`config.mk`:
```
export PLATFORM = sky130hd
export DESIGN_NAME = amo_arbiter_flat
export DESIGN_NICKNAME = d
export VERILOG_FILES = /design/src/rtl/amo_arbiter_if.sv /design/src/rtl/amo_arbiter.sv /design/src/flat_wrapper.sv
export SDC_FILE = /design/constraint.sdc
export NUM_CORES = 1
export LEC_CHECK = 0
export ABC_AREA = 1
export BUFFER_PORTS_ARGS = -buffer_cell sky130_fd_sc_hd__buf_2
export CORE_MARGIN = 1.5
export CORE_UTILIZATION = 47
export CTS_BUF_LIST = sky130_fd_sc_hd__clkbuf_8
export DETAILED_ROUTE_END_ITERATION = 10
export PLACE_DENSITY = 0.87
export SLEW_MARGIN = 0
export SYNTH_ARGS = -nofsm -noshare
export SYNTH_HDL_FRONTEND = slang
export SYNTH_SLANG_ARGS = --single-unit
```
`constraint.sdc`:
```
create_clock -name clk -period 9.75 [get_ports clk]
set_clock_uncertainty 0.15 [all_clocks]
set_input_delay 2.925 -clock clk [delete_from_list [all_inputs] [get_ports clk]]
set_output_delay 2.925 -clock clk [all_outputs]
set_load 0.02 [all_outputs]
```
`src/rtl/amo_arbiter_if.sv`:
```
// Requester-side bundle of the atomic-memory arbiter: per-hart request lanes in,
// one-hot grant / completion pulses and shared response data out.
interface amo_arbiter_if #(
  parameter int NUM_REQ = 4,
  parameter int ADDR_W  = 12,
  parameter int DATA_W  = 32
);
  // Handshake: a requester raises i_req[n] with stable op/addr/wdata and holds it
  // until o_gnt[n] pulses (the request is accepted that cycle); exactly one cycle
  // later o_rvalid[n] pulses with o_rdata, which is not back-pressurable.
  logic [NUM_REQ-1:0]        i_req;
  logic [3*NUM_REQ-1:0]      i_op;
  logic [ADDR_W*NUM_REQ-1:0] i_addr;
  logic [DATA_W*NUM_REQ-1:0] i_wdata;
  logic [NUM_REQ-1:0]        o_gnt;
  logic [NUM_REQ-1:0]        o_rvalid;
  logic [DATA_W-1:0]         o_rdata;

  modport master (
    output i_req, i_op, i_addr, i_wdata,
    input  o_gnt, o_rvalid, o_rdata
  );

  modport slave (
    input  i_req, i_op, i_addr, i_wdata,
    output o_gnt, o_rvalid, o_rdata
  );
endinterface

```
`src/rtl/amo_arbiter.sv`:
```
// Round-robin arbiter that serialises LOAD/STORE/LR/SC/AMO requests from several
// harts onto one data-memory port and drives the shared reservation set.
module amo_arbiter #(
  parameter int NUM_REQ = 4,
  parameter int ADDR_W  = 12,
  parameter int DATA_W  = 32
) (
  input  logic                       clk,
  input  logic                       reset,
  amo_arbiter_if.slave               bus,
  output logic                       o_mem_en,
  output logic                       o_mem_we,
  output logic [ADDR_W-1:0]          o_mem_addr,
  output logic [DATA_W-1:0]          o_mem_wdata,
  input  logic [DATA_W-1:0]          i_mem_rdata,
  output logic [ADDR_W-1:0]          o_rs_addr,
  output logic                       o_rs_store_op,
  output logic                       o_rs_store_cond_op,
  output logic                       o_rs_load_reserved_op,
  output logic [$clog2(NUM_REQ)-1:0] o_rs_hartid,
  input  logic                       i_rs_sc_success,
  output logic [1:0]                 o_state
);
  localparam int IDX_W = $clog2(NUM_REQ);

  localparam logic [2:0] OP_LOAD  = 3'd0;
  localparam logic [2:0] OP_STORE = 3'd1;
  localparam logic [2:0] OP_LR    = 3'd2;
  localparam logic [2:0] OP_SC    = 3'd3;
  localparam logic [2:0] OP_SWAP  = 3'd4;
  localparam logic [2:0] OP_ADD   = 3'd5;

  typedef enum logic [1:0] {S_IDLE = 2'd0, S_ISSUE = 2'd1, S_COMPLETE = 2'd2} state_t;

  state_t              r_state;
  state_t              w_next;
  logic [IDX_W-1:0]    r_last;
  logic [IDX_W-1:0]    r_idx;
  logic [2:0]          r_op;
  logic [ADDR_W-1:0]   r_addr;
  logic [DATA_W-1:0]   r_wdata;
  logic [IDX_W-1:0]    w_win;
  logic [IDX_W-1:0]    w_cand;
  logic                w_found;
  logic [DATA_W-1:0]   w_sum;

  assign o_state = r_state;

  // Search starts one past the last winner; index arithmetic wraps because NUM_REQ is a power of two.
  always_comb begin
    w_win   = r_last;
    w_cand  = '0;
    w_found = 1'b0;
    for (int i = 1; i <= NUM_REQ; i++) begin
      w_cand = r_last + IDX_W'(i);
      if (!w_found && bus.i_req[w_cand]) begin
        w_win   = w_cand;
        w_found = 1'b1;
      end
    end
  end

  always_ff @(posedge clk or negedge reset) begin
    if (!reset) r_state <= S_IDLE;
    else        r_state <= w_next;
  end

  always_comb begin
    w_next = r_state;
    case (r_state)
      S_IDLE:     if (w_found) w_next = S_ISSUE;
      S_ISSUE:    w_next = S_COMPLETE;
      S_COMPLETE: w_next = S_IDLE;
      default:    w_next = S_IDLE;
    endcase
  end

  always_ff @(posedge clk or negedge reset) begin
    if (!reset) begin
      r_last  <= IDX_W'(NUM_REQ - 1);
      r_idx   <= '0;
      r_op    <= '0;
      r_addr  <= '0;
      r_wdata <= '0;
    end else if (r_state == S_IDLE && w_found) begin
      r_last  <= w_win;
      r_idx   <= w_win;
      r_op    <= bus.i_op[int'(w_win)*3 +: 3];
      r_addr  <= bus.i_addr[int'(w_win)*ADDR_W +: ADDR_W];
      r_wdata <= bus.i_wdata[int'(w_win)*DATA_W +: DATA_W];
    end
  end

  // Every output is decoded from the state, so an asynchronous reset zeroes them at once.
  always_comb begin
    o_mem_en              = 1'b0;
    o_mem_we              = 1'b0;
    o_mem_addr            = '0;
    o_mem_wdata           = '0;
    o_rs_addr             = '0;
    o_rs_hartid           = '0;
    o_rs_store_op         = 1'b0;
    o_rs_store_cond_op    = 1'b0;
    o_rs_load_reserved_op = 1'b0;
    bus.o_gnt             = '0;
    bus.o_rvalid          = '0;
    bus.o_rdata           = '0;
    w_sum                 = i_mem_rdata + r_wdata;
    case (r_state)
      S_ISSUE: begin
        bus.o_gnt[r_idx] = 1'b1;
        o_rs_addr        = r_addr;
        o_rs_hartid      = r_idx;
        case (r_op)
          OP_LOAD, OP_LR, OP_SWAP, OP_ADD: begin
            o_mem_en              = 1'b1;
            o_mem_addr            = r_addr;
            o_rs_load_reserved_op = (r_op == OP_LR);
          end
          OP_STORE: begin
            o_mem_en      = 1'b1;
            o_mem_we      = 1'b1;
            o_mem_addr    = r_addr;
            o_mem_wdata   = r_wdata;
            o_rs_store_op = 1'b1;
          end
          OP_SC:   o_rs_store_cond_op = 1'b1;
          default: ;
        endcase
      end
      S_COMPLETE: begin
        bus.o_rvalid[r_idx] = 1'b1;
        o_rs_addr           = r_addr;
        o_rs_hartid         = r_idx;
        case (r_op)
          OP_LOAD, OP_LR: bus.o_rdata = i_mem_rdata;
          OP_SC: begin
            if (i_rs_sc_success) begin
              o_mem_en    = 1'b1;
              o_mem_we    = 1'b1;
              o_mem_addr  = r_addr;
              o_mem_wdata = r_wdata;
            end
            bus.o_rdata = {{(DATA_W-1){1'b0}}, ~i_rs_sc_success};
          end
          OP_SWAP, OP_ADD: begin
            o_mem_en      = 1'b1;
            o_mem_we      = 1'b1;
            o_mem_addr    = r_addr;
            o_mem_wdata   = (r_op == OP_ADD) ? w_sum : r_wdata;
            o_rs_store_op = 1'b1;
            bus.o_rdata   = i_mem_rdata;
          end
          default: ;
        endcase
      end
      default: ;
    endcase
  end
endmodule

```
`src/flat_wrapper.sv`:
```
// flat-port wrapper written by rule: the top's interface ports become plain ports
module amo_arbiter_flat 
#(
  parameter int NUM_REQ = 4,
  parameter int ADDR_W  = 12,
  parameter int DATA_W  = 32
)
  (clk, reset, o_mem_en, o_mem_we, o_mem_addr, o_mem_wdata, i_mem_rdata, o_rs_addr, o_rs_store_op, o_rs_store_cond_op, o_rs_load_reserved_op, o_rs_hartid, i_rs_sc_success, o_state, bus_i_req, bus_i_op, bus_i_addr, bus_i_wdata, bus_o_gnt, bus_o_rvalid, bus_o_rdata);
  amo_arbiter_if #(.NUM_REQ(NUM_REQ), .ADDR_W(ADDR_W), .DATA_W(DATA_W)) bus_i ();
  input  logic clk;
  input  logic reset;
  output logic o_mem_en;
  output logic o_mem_we;
  output logic [ADDR_W-1:0] o_mem_addr;
  output logic [DATA_W-1:0] o_mem_wdata;
  input  logic [DATA_W-1:0] i_mem_rdata;
  output logic [ADDR_W-1:0] o_rs_addr;
  output logic o_rs_store_op;
  output logic o_rs_store_cond_op;
  output logic o_rs_load_reserved_op;
  output logic [$clog2(NUM_REQ)-1:0] o_rs_hartid;
  input  logic i_rs_sc_success;
  output logic [1:0] o_state;
  input wire logic [$bits(bus_i.i_req)-1:0] bus_i_req;
  input wire logic [$bits(bus_i.i_op)-1:0] bus_i_op;
  input wire logic [$bits(bus_i.i_addr)-1:0] bus_i_addr;
  input wire logic [$bits(bus_i.i_wdata)-1:0] bus_i_wdata;
  output wire logic [$bits(bus_i.o_gnt)-1:0] bus_o_gnt;
  output wire logic [$bits(bus_i.o_rvalid)-1:0] bus_o_rvalid;
  output wire logic [$bits(bus_i.o_rdata)-1:0] bus_o_rdata;
  assign bus_i.i_req = bus_i_req;
  assign bus_i.i_op = bus_i_op;
  assign bus_i.i_addr = bus_i_addr;
  assign bus_i.i_wdata = bus_i_wdata;
  assign bus_o_gnt = bus_i.o_gnt;
  assign bus_o_rvalid = bus_i.o_rvalid;
  assign bus_o_rdata = bus_i.o_rdata;
  amo_arbiter #(.NUM_REQ(NUM_REQ), .ADDR_W(ADDR_W), .DATA_W(DATA_W)) u_core (.clk(clk), .reset(reset), .bus(bus_i), .o_mem_en(o_mem_en), .o_mem_we(o_mem_we), .o_mem_addr(o_mem_addr), .o_mem_wdata(o_mem_wdata), .i_mem_rdata(i_mem_rdata), .o_rs_addr(o_rs_addr), .o_rs_store_op(o_rs_store_op), .o_rs_store_cond_op(o_rs_store_cond_op), .o_rs_load_reserved_op(o_rs_load_reserved_op), .o_rs_hartid(o_rs_hartid), .i_rs_sc_success(i_rs_sc_success), .o_state(o_state));
endmodule
```
==> metrics.log <==
INFO  metric routed-wl-met2 = 12.8 mm
INFO  metric regToRegSetupSlack = 5.93 ns
INFO  metric tightestPinTransition = 1.09 ns
INFO  metric tritoncts.num_buffers = 5
INFO  metric final-setup-viol-count = 0
INFO  metric top_layer = met4
INFO  metric grt_antenna_before_repair = 1
INFO  metric worst_setup_path_end_kind = output port
INFO  metric die_w = 129 µm
INFO  metric power_per_cell_area = 339 nW/µm²
INFO  metric dieArea = 16600 µm²
INFO  metric globalplace.congestion = 0.971
INFO  metric max_cap_violations = 0
INFO  metric final_critical_path_setup_slack = 1.48 ns
INFO  metric finalHoldViolations = 0
INFO  metric ios = 332
INFO  metric maxClockFrequency = 0.121 GHz
INFO  metric critical_path_peak_fanout = 4
INFO  metric clk_pin_slew = 0.11 ns
INFO  metric first_global_vias = 8400
INFO  metric met3_wirelength = 2.37 mm
INFO  metric reg2reg_depth = 11
INFO  metric routed-via-count = 9996
INFO  metric crit_arrival = 5.19 ns
INFO  metric hold_class = reg2reg
INFO  metric num_antenna_cells = 0
INFO  metric holdPathStages = 2
INFO  metric grt_remaining_overflow = 0
INFO  metric final_layout_size_suffix_gt1_frac = 0.210
INFO  metric postSynthCellCount = 1422
INFO  metric postCtsHoldBufs = 0
INFO  metric cts.sink_count = 53
INFO  metric r2r_end = u_core.r_wdata[13]
INFO  metric port_buffers = 331
INFO  metric nNetsFinal = 1967
INFO  metric synthToLayoutAreaGrowth = 24.0%
INFO  metric timing.final.max_slew_violations = 0
INFO  metric routed_via_density = 5.21
INFO  metric synthesis.area_per_instance = 5.23 µm²
INFO  metric slew-limit-headroom = 0.271
INFO  metric max-clock-path-buffers = 2
INFO  metric master_cell_of_the_clock_root_buffer = clkbuf_8
INFO  metric drt_iter0_markers = 923
INFO  metric critical-path-max-stage-delay = 0.47 ns
INFO  metric global_route_wire_length_before_repair = 42.7 mm
INFO  metric syn_nets = 1684
INFO  metric htree_num_levels = 2
INFO  metric start_kind = input pin
INFO  metric core_area = 15300 µm²
INFO  metric synth.yosys.warnings = 0
INFO  metric cts_setup_buffers = 0
INFO  metric hold_crit_endpoint = u_core.r_addr[3]
INFO  metric crit_chain = buf_2, ha_1, fa_1, nand3_1, nand3_1, nand3_1, nand3_1, nand2_1, inv_1, o21ai_0, nand2_1, o21ai_0, nand2_1, a21oi_1, buf_2
INFO  metric starting_utilization_of_the_core_area = 0.485
INFO  metric syn-cell-area = 7430 µm²
INFO  metric groute.usage.overall = 0.326
INFO  metric drt_pass1_iterations = 5
INFO  metric synth_area_leaders = nand2_1 (30%), dfrtp_1 (17%), nand3_1 (13%)
INFO  metric clk-insertion-delay-late = 0.31 ns
INFO  metric status = finished clean
INFO  metric critical_path.most_common_cell = nand3_1
INFO  metric cts_repair_resize_count = 0
INFO  metric static-leakage-power = 5.68 nW
INFO  metric synth_top_area_frac = 0.298
INFO  metric path_class = in2out
INFO  metric wl_per_cell = 14.6 µm
INFO  metric dieHeight = 129 µm
INFO  metric antenna_left = 0
INFO  metric dp_worst_setup_slack = 1.50 ns
INFO  metric synthesis_stage_register_bit_count = 53
INFO  metric synth_largest_area_cell = nand2_1
INFO  metric drt-met1-wl = 12.2 mm
INFO  metric placed_cells = 1909
INFO  metric finalSetupTns = 0 ns
INFO  metric synth.distinct_cells = 38
INFO  metric regToRegStartpoint = u_core.r_last[0]
INFO  metric detailed_place_hpwl = 22.6 mm
INFO  metric detail_route.wirelength = 28.0 mm
INFO  metric synth-seq-area-share = 0.179
INFO  metric critical_path.slowest_cell = fa_1
INFO  metric cp.required = 6.68 ns
INFO  metric timing.final.crit_share = 0.848
INFO  metric layoutNonFillerInstCount = 1917
INFO  metric clock_tree_from_tritoncts = built
INFO  metric cell_row_count = 45
INFO  metric vdd.ir_drop.worst = 0.225 mV
INFO  metric period_needed = 8.27 ns
INFO  metric grt_start_max_net_pins = 96
INFO  metric core_occupancy_in_the_finished_layout = 0.602
INFO  metric timing.hold.worst.start = u_core.r_addr[3]
INFO  metric post-route-drc-count = 0
INFO  metric rsz_0062_raised_after_global_routing = no
registers in the layout, indices dropped and copies added, names as in the netlist:
signal / flops
u_core.r_last: 2
u_core.r_wdata: 32
u_core.r_idx: 2
u_core.r_addr: 12
u_core.o_state: 2
u_core.r_op: 3
how the worst max path moves through the flow:
stage | from | end | depth (start not counted)
floorplan | i_mem_rdata[0] | o_mem_wdata[12] | 13
global placement | i_mem_rdata[0] | o_mem_wdata[12] | 15
detailed placement | i_mem_rdata[0] | o_mem_wdata[28] | 15
CTS | i_mem_rdata[0] | o_mem_wdata[28] | 15
global route | i_mem_rdata[0] | o_mem_wdata[12] | 15
finish | i_mem_rdata[0] | o_mem_wdata[12] | 15
final cells by class:
type	count	area, µm²
inverter	212	796
clock inverter	2	16.3
clock buffer	6	82.6
fill	1614	6100
multi-input combinational	1096	5020
sequential	53	1330
timing repair buffer	337	1700
tap	211	264
through the flow:
step / cell area [µm²] / hold slack, ns / power [mW]
floorplan: 7430 / 0.299 / 2.34
global placement: 9110 / 0.316 / 2.90
detailed placement: 9110 / 0.318 / 2.95
CTS: 9210 / 0.344 / 3.09
global route: 9210 / 0.352 / 3.46
finish: 9210 / 0.348 / 3.13
cell usage after synthesis (all sizes together):
cell type    n
buf         27
a21oi       71
or2          4
o22ai        2
ha          34
nand3b       3
clkinv       1
dfstp        2
nand2b       1
nand3      191
fa           1
o211a        1
nor3        13
a32oi        2
a21o         1
o2111ai      1
o21bai       2
nor2        96
nand4        3
o21ai       54
o221ai       1
nand2      593
nor4         1
clkbuf      34
dfrtp       51
xnor2        1
inv        211
and2         5
xor2         9
a31oi        6
where the power goes:
part	internal, mW	switching (mW)
combinational	0.765	1.74
clock	0.0587	0.0773
sequential	0.342	0.141
layout by cell type (no fill, tap or decap), types with 25 or more instances in the layout:
cell type    n
ha_1        34
o21ai_0     25
dfrtp_1     51
o21ai_1     27
a21oi_1     70
nor2_1      96
nand2_1    590
buf_2      331
nand3_1    191
inv_1      208
metal layers:
metal	track usage	vias up
li1	-	4992
met1	0.465	4433
met2	0.531	531
met3	0.0299	40
met4	0.0853	0
met5	0	-
worst max-delay path, delay by kind of cell:
| kind | cells | cell delay [ns] |
|---|---|---|
| AND/OR/NAND/NOR | 7 | 0.71 |
| buffers and inverters | 3 | 0.38 |
| adder cells (fa/ha/maj) | 2 | 0.70 |
| AO/OA/AOI/OAI | 3 | 0.46 |
kinds of logic after synthesis:
group | share of synthesized area
AO/OA/AOI/OAI | 0.102
XOR/XNOR | 0.0118
adder cells (fa/ha/maj) | 0.0599
buffers and inverters | 0.147
flip-flops | 0.179
AND/OR/NAND/NOR | 0.501
(Power assumes the default switching activity.)
